[src/rtl/vga_pixel_queue.sv]
// vga_pixel_queue: Avalon-MM pixel plotter front-end. PLOT writes are bounds
// checked and queued in a small FIFO; a FILL write streams one colour over the
// whole screen in raster order. A drop counter records rejected PLOT writes.
module vga_pixel_queue #(
  parameter int unsigned WIDTH    = 160,
  parameter int unsigned HEIGHT   = 120,
  parameter int unsigned X_W      = 8,
  parameter int unsigned Y_W      = 7,
  parameter int unsigned COLOUR_W = 8,
  parameter int unsigned DEPTH    = 16
) (
  input  logic                clk,
  input  logic                reset_n,
  // Avalon-MM slave
  input  logic [3:0]          address,
  input  logic                read,
  output logic [31:0]         readdata,
  input  logic                write,
  input  logic [31:0]         writedata,
  output logic                waitrequest,
  // Pixel stream
  output logic [X_W-1:0]      plot_x,
  output logic [Y_W-1:0]      plot_y,
  output logic [COLOUR_W-1:0] plot_colour,
  output logic                plot_valid,
  input  logic                plot_ready
);

  localparam int unsigned AW    = $clog2(DEPTH);
  localparam int unsigned CNT_W = AW + 1;
  localparam int unsigned PIX_W = X_W + Y_W + COLOUR_W;

  localparam logic [CNT_W-1:0] FULL_CNT = CNT_W'(DEPTH);
  localparam logic [X_W-1:0]   X_LAST   = X_W'(WIDTH - 1);
  localparam logic [Y_W-1:0]   Y_LAST   = Y_W'(HEIGHT - 1);

  localparam logic [3:0] ADDR_PLOT   = 4'd0;
  localparam logic [3:0] ADDR_FILL   = 4'd1;
  localparam logic [3:0] ADDR_STATUS = 4'd2;
  localparam logic [3:0] ADDR_DROP   = 4'd3;

  typedef enum logic {
    ST_IDLE,
    ST_FILL
  } state_t;

  state_t state_q, state_d;

  // Pixel FIFO storage and bookkeeping
  logic [PIX_W-1:0] mem [DEPTH];
  logic [AW-1:0]    wr_ptr_q;
  logic [AW-1:0]    rd_ptr_q;
  logic [CNT_W-1:0] count_q;
  logic             fifo_full;
  logic             fifo_empty;

  // Fill raster position and latched colour
  logic [X_W-1:0]      fill_x_q, fill_x_d;
  logic [Y_W-1:0]      fill_y_q, fill_y_d;
  logic [COLOUR_W-1:0] fill_colour_q, fill_colour_d;

  logic [15:0] drop_cnt_q;

  // Write decode
  logic [X_W-1:0]      wr_x;
  logic [Y_W-1:0]      wr_y;
  logic [COLOUR_W-1:0] wr_colour;
  logic                in_bounds;
  logic                plot_sel, fill_sel, clr_sel;
  logic                plot_stall, fill_stall;
  logic                plot_done, fill_start;
  logic                push, pop, drop, xfer;

  logic [X_W-1:0]      head_x;
  logic [Y_W-1:0]      head_y;
  logic [COLOUR_W-1:0] head_colour;

  logic wd_unused;

  assign wr_colour = writedata[COLOUR_W-1:0];
  assign wr_x      = writedata[16 +: X_W];
  assign wr_y      = writedata[24 +: Y_W];
  assign wd_unused = ^writedata;

  assign in_bounds = (32'(wr_x) < WIDTH) && (32'(wr_y) < HEIGHT);

  assign fifo_full  = (count_q == FULL_CNT);
  assign fifo_empty = (count_q == '0);

  assign plot_sel = write && (address == ADDR_PLOT);
  assign fill_sel = write && (address == ADDR_FILL);
  assign clr_sel  = reset_n && write && (address == ADDR_DROP);

  // Full is taken from the registered count, so a pop in the same cycle never
  // releases a stalled PLOT write.
  assign plot_stall = plot_sel && (fifo_full || (state_q == ST_FILL));
  assign fill_stall = fill_sel && !((state_q == ST_IDLE) && fifo_empty);

  assign waitrequest = reset_n && (plot_stall || fill_stall);

  assign plot_done  = reset_n && plot_sel && !plot_stall;
  assign push       = plot_done && in_bounds;
  assign drop       = plot_done && !in_bounds;
  assign fill_start = reset_n && fill_sel && !fill_stall;

  assign xfer = plot_valid && plot_ready;
  assign pop  = xfer && (state_q == ST_IDLE);

  assign {head_x, head_y, head_colour} = mem[rd_ptr_q];

  // Stream source select; outputs forced to zero while reset is asserted.
  always_comb begin
    plot_x      = '0;
    plot_y      = '0;
    plot_colour = '0;
    plot_valid  = 1'b0;
    if (reset_n) begin
      if (state_q == ST_FILL) begin
        plot_x      = fill_x_q;
        plot_y      = fill_y_q;
        plot_colour = fill_colour_q;
        plot_valid  = 1'b1;
      end else if (!fifo_empty) begin
        plot_x      = head_x;
        plot_y      = head_y;
        plot_colour = head_colour;
        plot_valid  = 1'b1;
      end
    end
  end

  // FIFO data array; no reset needed since outputs are masked when empty.
  always_ff @(posedge clk) begin
    if (push) begin
      mem[wr_ptr_q] <= {wr_x, wr_y, wr_colour};
    end
  end

  // FIFO pointers and occupancy.
  always_ff @(posedge clk) begin
    if (!reset_n) begin
      wr_ptr_q <= '0;
      rd_ptr_q <= '0;
      count_q  <= '0;
    end else begin
      if (push) begin
        wr_ptr_q <= wr_ptr_q + AW'(1);
      end
      if (pop) begin
        rd_ptr_q <= rd_ptr_q + AW'(1);
      end
      unique case ({push, pop})
        2'b10:   count_q <= count_q + CNT_W'(1);
        2'b01:   count_q <= count_q - CNT_W'(1);
        default: count_q <= count_q;
      endcase
    end
  end

  // Fill FSM next-state and raster counter advance.
  always_comb begin
    state_d       = state_q;
    fill_x_d      = fill_x_q;
    fill_y_d      = fill_y_q;
    fill_colour_d = fill_colour_q;
    unique case (state_q)
      ST_IDLE: begin
        if (fill_start) begin
          state_d       = ST_FILL;
          fill_x_d      = '0;
          fill_y_d      = '0;
          fill_colour_d = wr_colour;
        end
      end
      ST_FILL: begin
        if (xfer) begin
          if (fill_x_q == X_LAST) begin
            fill_x_d = '0;
            if (fill_y_q == Y_LAST) begin
              fill_y_d = '0;
              state_d  = ST_IDLE;
            end else begin
              fill_y_d = fill_y_q + Y_W'(1);
            end
          end else begin
            fill_x_d = fill_x_q + X_W'(1);
          end
        end
      end
      default: state_d = ST_IDLE;
    endcase
  end

  // Fill FSM state and counter registers.
  always_ff @(posedge clk) begin
    if (!reset_n) begin
      state_q       <= ST_IDLE;
      fill_x_q      <= '0;
      fill_y_q      <= '0;
      fill_colour_q <= '0;
    end else begin
      state_q       <= state_d;
      fill_x_q      <= fill_x_d;
      fill_y_q      <= fill_y_d;
      fill_colour_q <= fill_colour_d;
    end
  end

  // Saturating drop counter; a clear takes priority over an increment.
  always_ff @(posedge clk) begin
    if (!reset_n) begin
      drop_cnt_q <= '0;
    end else if (clr_sel) begin
      drop_cnt_q <= '0;
    end else if (drop && (drop_cnt_q != 16'hFFFF)) begin
      drop_cnt_q <= drop_cnt_q + 16'd1;
    end
  end

  // Combinational register read.
  always_comb begin
    readdata = '0;
    if (read) begin
      unique case (address)
        ADDR_STATUS: begin
          readdata[31]   = (state_q == ST_FILL);
          readdata[30]   = fifo_full;
          readdata[29]   = fifo_empty;
          readdata[15:0] = 16'(count_q);
        end
        ADDR_DROP: readdata[15:0] = drop_cnt_q;
        default:   readdata = '0;
      endcase
    end
  end

endmodule

[config.mk]
export PLATFORM = sky130hd
export DESIGN_NAME = vga_pixel_queue
export DESIGN_NICKNAME = d
export VERILOG_FILES = /design/src/rtl/vga_pixel_queue.sv
export SDC_FILE = /design/constraint.sdc
export NUM_CORES = 1
export LEC_CHECK = 0
export BUFFER_PORTS_ARGS = -buffer_cell sky130_fd_sc_hd__buf_2
export CAP_MARGIN = 20
export CORE_AREA = 2 2 190 192
export CTS_CLUSTER_SIZE = 16
export DETAILED_ROUTE_END_ITERATION = 8
export DIE_AREA = 0 0 192 194
export GPL_TIMING_DRIVEN = 0
export PLACE_DENSITY_LB_ADDON = 0.2
export REMOVE_ABC_BUFFERS = 1
export SETUP_SLACK_MARGIN = 0.5
export SKIP_LAST_GASP = 1
export SLEW_MARGIN = 10
export SYNTH_ARGS = -nofsm -noshare
export SYNTH_HDL_FRONTEND = slang
export SYNTH_SLANG_ARGS = --single-unit
[constraint.sdc]
create_clock -name clk -period 4.93 [get_ports clk]
set_input_delay 0.7395 -clock clk [delete_from_list [all_inputs] [get_ports clk]]
set_output_delay 0.7395 -clock clk [all_outputs]
set_load 0.05 [all_outputs]
* Word level (Yosys, flattened, before mapping)
Memories as Yosys holds them, arrays and structs flattened. A register that Yosys moved wholly into a read port is not among the register bits. Cells that the tools add are included.
Operators by class: multipliers 0, $add $sub $neg 7, shifts and indexed selects 0, muxes and demuxes 34, reduce and logical (&&, ||, !) cells 31, equal/unequal tests 12, bitwise logic cells 2, $lt $le $gt $ge 2, divide/modulo/power cells 0
Operators with widths (number):
- 8-bit two-way mux | 9
- 7-bit two-way mux | 7
- 32-bit two-way mux | 1
- 16-bit case mux with 2 select lines | 1
- 1-bit logical AND | 18
- 16-bit by 1-bit adder with 16-bit output, second input constant | 1
- 16-bit != test, second input constant | 1
- 8-bit case mux with 2 select lines | 1
- 7-bit case mux with 2 select lines | 1
- 5-bit case mux with 2 select lines | 1
- 1-bit two-way mux | 9
- 4-bit by 1-bit adder with 4-bit output, second input constant | 2
- 8-bit by 1-bit adder with 8-bit output, second input constant | 1
- 4-bit by 2-bit == test with 1-bit output, second input constant | 2
- 8-bit == test, second input constant | 1
- 8-bit less-than comparator, second input constant | 1
- 4-bit two-way mux | 2
- 7-bit by 1-bit adder with 7-bit output, second input constant | 1
- 7-bit == test, second input constant | 1
- 7-bit less-than comparator, second input constant | 1
- 5-bit by 1-bit adder with 5-bit output, second input constant | 1
- 5-bit == test, second input constant | 1
- 5-bit zero test | 1
- 5-bit by 1-bit subtractor with 5-bit output, second input constant | 1
- other kinds (15) | 22
Storage, ports and cells: latch bits 0, bits in writable memories 368, input bits 41, memories kept 1, output and inout port bits 57, word-level logic and storage cells 97, bits in registers 53, memory bits (read-only) 0
Memory list:
- mem | words 16, width 23, read ports 1, clocked after Yosys merged registers in 1, wr ports 1, line 50 | logic [PIX_W-1:0] mem [DEPTH];

* Logic depth before layout (Yosys ltp)
Gate-level depths: netlist of run 1.
depth in word-level cells 8, depth in mapped cells 13, mapped depth without buffers 11

* Worst setup path before layout of run 1
Ideal clock, no wire load.
kind input-to-reg, start point input address[1], end point memory mem[0][0] in the netlist's numbering (enable), cell stages on the path 5, setup slack 0.699 ns, library setup time 0.432 ns, arrival time 3.799 ns, data required time 4.498 ns, buffers on the path 0, cells stage by stage or4b_4 a2111o_1 nor2_1 nand2_1 nor3_1
Between the ends: longest elaborated chain between the ends 8, elaborated cells on any way between the ends 9, classes of those cells mux: 2; reduce/logical: 7
RTL lines:
- start, declared | line 15 | input logic [3:0] address,
- 4-bit zero test * | line 90 | assign plot_sel = write && (address == ADDR_PLOT);
- 1-bit logical AND * | line 90
- 1-bit logical AND | line 96 | assign plot_stall = plot_sel && (fifo_full || (state_q == ST_FILL));
- 1-bit zero test | line 101 | assign plot_done = reset_n && plot_sel && !plot_stall;
- 1-bit logical AND * | line 101
- 1-bit logical AND * | line 102 | assign push = plot_done && in_bounds;
- 1-bit two-way mux * | line 134 | if (push) begin
- 1-bit two-way mux (implied by the code) * | line 135 | mem[wr_ptr_q] <= {wr_x, wr_y, wr_colour};
- end, declared | line 50
Every way passes the cells marked *; elsewhere a longest branch is shown, timed or not.

==> reports/qor.csv, run 1 <==
stage,metric,value,unit
min_path,hold crit path type,flop to flop,
placed_design,final weighted congestion in routability-driven placement,0.778,
layout,FF/Latch Area,0.0122,sq mm
sta,fin crit share,83.9,%
synth,Gate Count Post-Synth,953,
cts,number of gates resized after CTS,0,
cts,Worst-Skew Late Latency,0.54,ns
cts,Root Buffer,clkbuf_16,
detailed_routing,Final Routed Wirelength,39000,um
synth,"Top FF cell, synth",edfxtp_1,
detailed_routing,DR iter-0 viols,763,
critical_path,"delay-heaviest family, CP",multiplexers,
placed_design,pre-CTS WS,0.548,ns
detailed_routing,drt wl/cell,25.1,um
die,Die Width,192,um
die,core box area,0.0352,sq mm
critical_path,Critical Path Start Type,flop,
synth,Yosys Warn Count,0,
layout,area of the multi-input gates,0.00494,sq mm
global_route,GRT Resource Usage Total,21.4,%
critical_path,crit-path most repeated cell,mux4_2,
power,Power Total,0.00747,W
placed_design,placed cell count,1467,
cts,TritonCTS clock tree,done,
sta,Worst-Margin Slew,1.07,ns
cts,H-tree depth,2,
die,Die Area,0.0372,sq mm
global_route,global route overflow,0,
sta,min Tclk post-route,4.14,ns
global_route,vias in the first global route,9198,
layout,Non-Filler Instances,1555,
placed_design,DP HPWL,23700,um
layout,fillers,2642,
critical_path,Critical Path End Type,output port,
synth,"FF+latch count, synth",425,
sta,Slew headroom,28.8,%
sta,final hold viol count,0,
layout,"commonest non-fill, non-tap cells in the layout","edfxtp_1, mux4_2, buf_2",
critical_path,"critical path fanouts, max",36,
die,I/O pin count,98,
critical_path,cells along the critical path,buf_16 -> buf_12 -> mux4_2 -> mux4_2 -> a32o_1 -> buf_2,
detailed_routing,final antenna-violating net count,0,
layout,Final Util,57.4,%
cts,Max clock buf depth,3,
sta,Max Clk Rate,242,MHz
synth,Post-Syn Area,0.0173,sq mm
power,VDD IR max,0.279,mV
placed_design,port bufs,75,
status,status,"finished, final reports clean",
detailed_routing,vias per cell,6.02,
global_route,pin count of the biggest net entering global routing,48,
synth,"Seq/Total Area, Yosys",70.5,%
layout,Layout area overhead,16.9,%
critical_path,Worst path max stage delay,0.61,ns
synth,Post-synth ARST share,0,%
global_route,initial antenna violation count,3,
die,Die Height,194,um
layout,ratio of cells with drive above 1 in the final layout,29.7,%
sta,clock skew,0.0122,ns
synth,"EDFF count, synth",368,
layout,nets,1106,
flow_run,Max Cap Viol,0,
detailed_routing,via count,9366,
synth,Cell variety after synth,53,
die,initial core utilization,49.1,%
cts,clk slew on worst S/H paths,0.06,ns
critical_path,crit path buf inv count,3,
critical_path,CP max stage cell,dfxtp_4,
critical_path,crit path kind,flop to output port,
power,pwr dens,370,mW/mm^2
die,row count,69,
detailed_routing,first drt pass iteration count,5,
critical_path,CP required,4.19,ns
critical_path,CP Data Arrival Time,3.40,ns
cts,number of buffers created by CTS,45,
sta,Pins Over Slew Limit,0,
sta,setup_tns,0,ns
global_route,first-pass GRT wire length,58400,um
sta,endpoints failing setup,0,
synth,Mean Syn Cell Area,18.2,sq um
layout,"commonest non-fill, non-tap cell in the layout",edfxtp_1,
detailed_routing,DRC violations left,0,
power,Pleak,6.38,nW
sta,Final WS setup,0.791,ns
cts,sinks on the clock net,425,
sta,RSZ-0062 raised after global routing,false,
worst paths after layout:
check | startpoint | endpoint | slack (ns) | depth (start not counted)
setup reg to reg | state_q$_SDFF_PN0_ | mem[1][17]$_DFFE_PP_ | 0.91 | 7
setup / recovery | flop | plot_y[2] | 0.79 | 6
hold reg to reg | drop_cnt_q[15]$_SDFFE_PP0P_ | drop_cnt_q[15]$_SDFFE_PP0P_ | 0.49 | 2
hold / removal | drop_cnt_q[15]$_SDFFE_PP0P_ | drop_cnt_q[15]$_SDFFE_PP0P_ | 0.49 | 2
cell families (layout without fill, tap and decap cells):
kind of cell	Yosys count	in the layout	share of synthesized area (%)
compound gates	115	115	4.70
xor+xnor	10	10	0.506
other cells	1	16	0.0217
fa+ha+maj	11	11	0.796
simple gates	186	186	5.79
buf+inv	77	203	2.00
flops	425	425	70.5
mux	128	128	15.7
synthesized netlist by cell type (all sizes together), types with 12 or more instances:
library cell / instances / area (sq um)
or3: 15 / 93.8
a22o: 17 / 149
mux4: 115 / 2590
a32o: 12 / 120
nand2: 23 / 86.3
nand3: 19 / 95.1
nor3: 13 / 65.1
a21oi: 35 / 175
and2: 16 / 100
mux2i: 13 / 130
edfxtp: 368 / 11100
clkbuf: 41 / 154
dfxtp: 57 / 1140
nor2: 48 / 180
inv: 12 / 45.0
buf: 24 / 146
o21ai: 25 / 125
state kept, by name, indices dropped and copies added, names as in the netlist, named ones only:
| register | flops |
|---|---|
| fill_y_q | 7 |
| drop_cnt_q | 16 |
| rd_ptr_q | 4 |
| fill_x_q | 8 |
| wr_ptr_q | 4 |
| fill_colour_q | 8 |
| state_q | 1 |
| count_q | 5 |
| mem | 368 |
through the flow:
step	hold slack (ns)	cell area (sq um)
finish	0.495	20200
global route	0.537	20200
CTS	0.495	20200
detailed placement	0.484	18700
global placement	0.473	18000
floorplan	0.461	17000
worst register-to-register path, stage by stage (launching register included):
cell	delay [ns]
dfxtp_1	0.66
nand2b_1	0.43
a2111o_1	0.46
nor2_1	0.51
nand2_1	0.37
nor3_2	0.78
buf_6	0.27
buf_4	0.22
layout make-up:
type | count | share of cell area [%]
flip-flops and latches | 425 | 60.3
multi-input cells | 463 | 24.4
clock buffers | 60 | 6.21
repair buffers | 107 | 4.66
well taps | 461 | 2.85
clock inverters | 24 | 1.26
inverters | 12 | 0.223
diodes | 3 | 0.0371
repair_timing:
item,CTS,global route
hold buffers,0,0
setup endpoints to repair,2,0
setup buffers,1,0
endpoints found under the hold margin,0,0
power by group:
group	internal, W	switching, W	leakage (nW)
logic	0.0000339	0.000126	1.89
clock network	0.00205	0.00134	0.729
registers	0.00390	0.0000126	3.77
routing by layer:
metal  global-route usage, %  vias to the layer above  wire length [um]
li1                        -                     4091                 -
met1                    32.0                     4871             16900
met2                    33.2                      341             18500
met3                    3.38                       61              2700
met4                    5.37                        2               865
met5                       0                        -                13
Note: power is estimated with default switching activity, not from simulation.
==> run 2, diff against run 1 <==
clock period = 3.6 ns   (was 4.93 ns; I/O delays follow)
==> run 2 against run 1 <==
Core utilization rose by 2.6 points. Die area is the same. Worst setup slack got worse by 0.55 ns. Hold slack worse by 0.12 ns. Non-clock buffer count is 35 higher. Sequential cell count did not move. Clock power rose by 37%. Via count increased by 2.3%. Design area is 4.6% higher.
==> reports/qor.csv, run 2 (synthesis gave the netlist of run 1 again) <==
stage,metric,value,unit,change
detailed_routing,DRC violations left,0,,unchanged
sta,clock skew,0.0148,ns,+0.00256 ns
die,row count,69,,unchanged
global_route,vias in the first global route,9519,,+3.5%
die,initial core utilization,49.1,%,unchanged
sta,Worst-Margin Slew,0.930,ns,-0.136 ns
critical_path,"critical path fanouts, max",7,,-81%
layout,ratio of cells with drive above 1 in the final layout,33.5,%,+3.8 points
cts,number of buffers created by CTS,45,,unchanged
cts,sinks on the clock net,425,,unchanged
die,core box area,0.0352,sq mm,unchanged
die,Die Height,194,um,unchanged
detailed_routing,final antenna-violating net count,0,,unchanged
critical_path,crit path kind,flop to output port,,
sta,Final WS setup,0.243,ns,-0.549 ns
die,Die Area,0.0372,sq mm,unchanged
cts,Worst-Skew Late Latency,0.54,ns,about the same
power,Power Total,0.0103,W,+37%
detailed_routing,DR iter-0 viols,875,,+15%
cts,clk slew on worst S/H paths,0.06,ns,about the same
layout,nets,1141,,+3.2%
min_path,hold crit path type,input port to flop,,
layout,Final Util,60.0,%,+2.6 points
global_route,GRT Resource Usage Total,22.6,%,+1.2 points
sta,min Tclk post-route,3.36,ns,
power,Pleak,6.76,nW,+5.9%
detailed_routing,vias per cell,6.03,,about the same
sta,endpoints failing setup,0,,unchanged
sta,Worst Hold Slack,0.379,ns,-0.116 ns
sta,fin crit share,93.3,%,
cts,Root Buffer,clkbuf_16,,
layout,"Design Area, Final",0.0211,sq mm,+4.6%
status,status,"finished, final reports clean",,
placed_design,Area after DPL,0.0187,sq mm,unchanged
placed_design,pre-CTS WS,-0.582,ns,-1.13 ns
flow_run,Max Cap Viol,0,,unchanged
sta,Max Clk Rate,298,MHz,
cts,H-tree depth,2,,unchanged
critical_path,CP Data Arrival Time,2.82,ns,-0.58 ns
power,pwr dens,485,mW/mm^2,+31%
sta,RSZ-0062 raised after global routing,true,,
layout,"commonest non-fill, non-tap cells in the layout","edfxtp_1, mux4_2, buf_2",,
cts,hold-fix buffer count after cts,0,,unchanged
critical_path,CP required,3.06,ns,-1.13 ns
global_route,global route overflow,0,,unchanged
global_route,pin count of the biggest net entering global routing,38,,-21%
sta,Slew headroom,38.0,%,+9.2 points
detailed_routing,first drt pass iteration count,5,,unchanged
die,Die Width,192,um,unchanged
sta,final hold viol count,0,,unchanged
sta,Pins Over Slew Limit,0,,unchanged
detailed_routing,via count,9580,,+2.3%
layout,Top Registers,"mem (368), drop_cnt_q (16)",,
layout,"commonest non-fill, non-tap cell in the layout",edfxtp_1,,
cts,TritonCTS clock tree,done,,
cts,Max clock buf depth,3,,unchanged
placed_design,final weighted congestion in routability-driven placement,0.778,,unchanged
layout,Layout area overhead,22.2,%,
placed_design,DP HPWL,23700,um,unchanged
critical_path,Critical Path End Type,output port,,
critical_path,Critical Path Start Type,flop,,
layout,"Most flops, register",mem,,
global_route,initial antenna violation count,3,,unchanged
detailed_routing,Final Routed Wirelength,41000,um,+5.1%
global_route,first-pass GRT wire length,61500,um,+5.3%
power,VDD IR max,0.384,mV,+38%
detailed_routing,drt wl/cell,25.8,um,+2.8%
placed_design,port bufs,75,,unchanged
layout,max FFs per register,368,,unchanged
die,I/O pin count,98,,unchanged
run 2: cell types whose count changed in the layout (fill, tap and decap cells not counted), moves of 9 or more:
cell | before | now
buf_6 | 6 | 27
buf_2 | 75 | 52
a32o_1 | 12 | 3
buf_4 | 7 | 16
buf_12 | 10 | 22
a32o_2 | 0 | 9
buf_16 | 9 | 21
run 2: per-stage QoR:
step | TNS [ns] | std cells
floorplan | -89.11 | 900
global placement | -840.68 | 1436
detailed placement | -27.01 | 1467
CTS | 0 | 1584
global route | 0 | 1587
finish | 0 | 1590
run 2: area by class of cell:
type / instances / area, sq um
inverters: 12 / 45.0
clock inverters: 24 / 255
fillers: 2528 / 14100
repair buffers: 142 / 1800
diodes: 3 / 7.51
clock buffers: 60 / 1250
flip-flops and latches: 425 / 12200
well taps: 461 / 577
multi-input cells: 463 / 5000
run 2: routing by layer:
metal | global-route usage (%) | vias up | routed length, um
li1 | - | 4162 | -
met1 | 33.8 | 5020 | 17800
met2 | 35.2 | 330 | 19400
met3 | 3.58 | 66 | 2770
met4 | 5.51 | 2 | 931
met5 | 0 | - | 13
run 2: power breakdown:
group	switching [W]	leakage [nW]	internal, W
Combinational	0.000175	2.26	0.0000546
Sequential	0.0000169	3.77	0.00535
Clock	0.00185	0.729	0.00281
run 2: critical path, stage by stage (launching register included):
cell and delay, ns:
dfxtp_4 0.41, buf_16 0.17, buf_12 0.12, buf_16 0.13, mux4_2 0.51, mux4_2 0.50
a22o_1 0.26, buf_6 0.17
run 2: worst paths after layout:
check                         startpoint                          end  slack [ns]  cells past startpoint
min reg2reg  drop_cnt_q[15]$_SDFFE_PP0P_  drop_cnt_q[15]$_SDFFE_PP0P_        0.49                      2
min                        writedata[19]         mem[3][18]$_DFFE_PP_        0.38                      1
max reg2reg           state_q$_SDFF_PN0_      count_q[4]$_SDFFE_PN0P_        0.63                     11
max                                 flop                    plot_x[1]        0.24                      7
run 2: repair_timing:
item,CTS,global route
cloned,11,0
gates resized for setup,81,5
pin swaps,16,6
buffers inserted,22,3
endpoints found under the setup margin,390,70
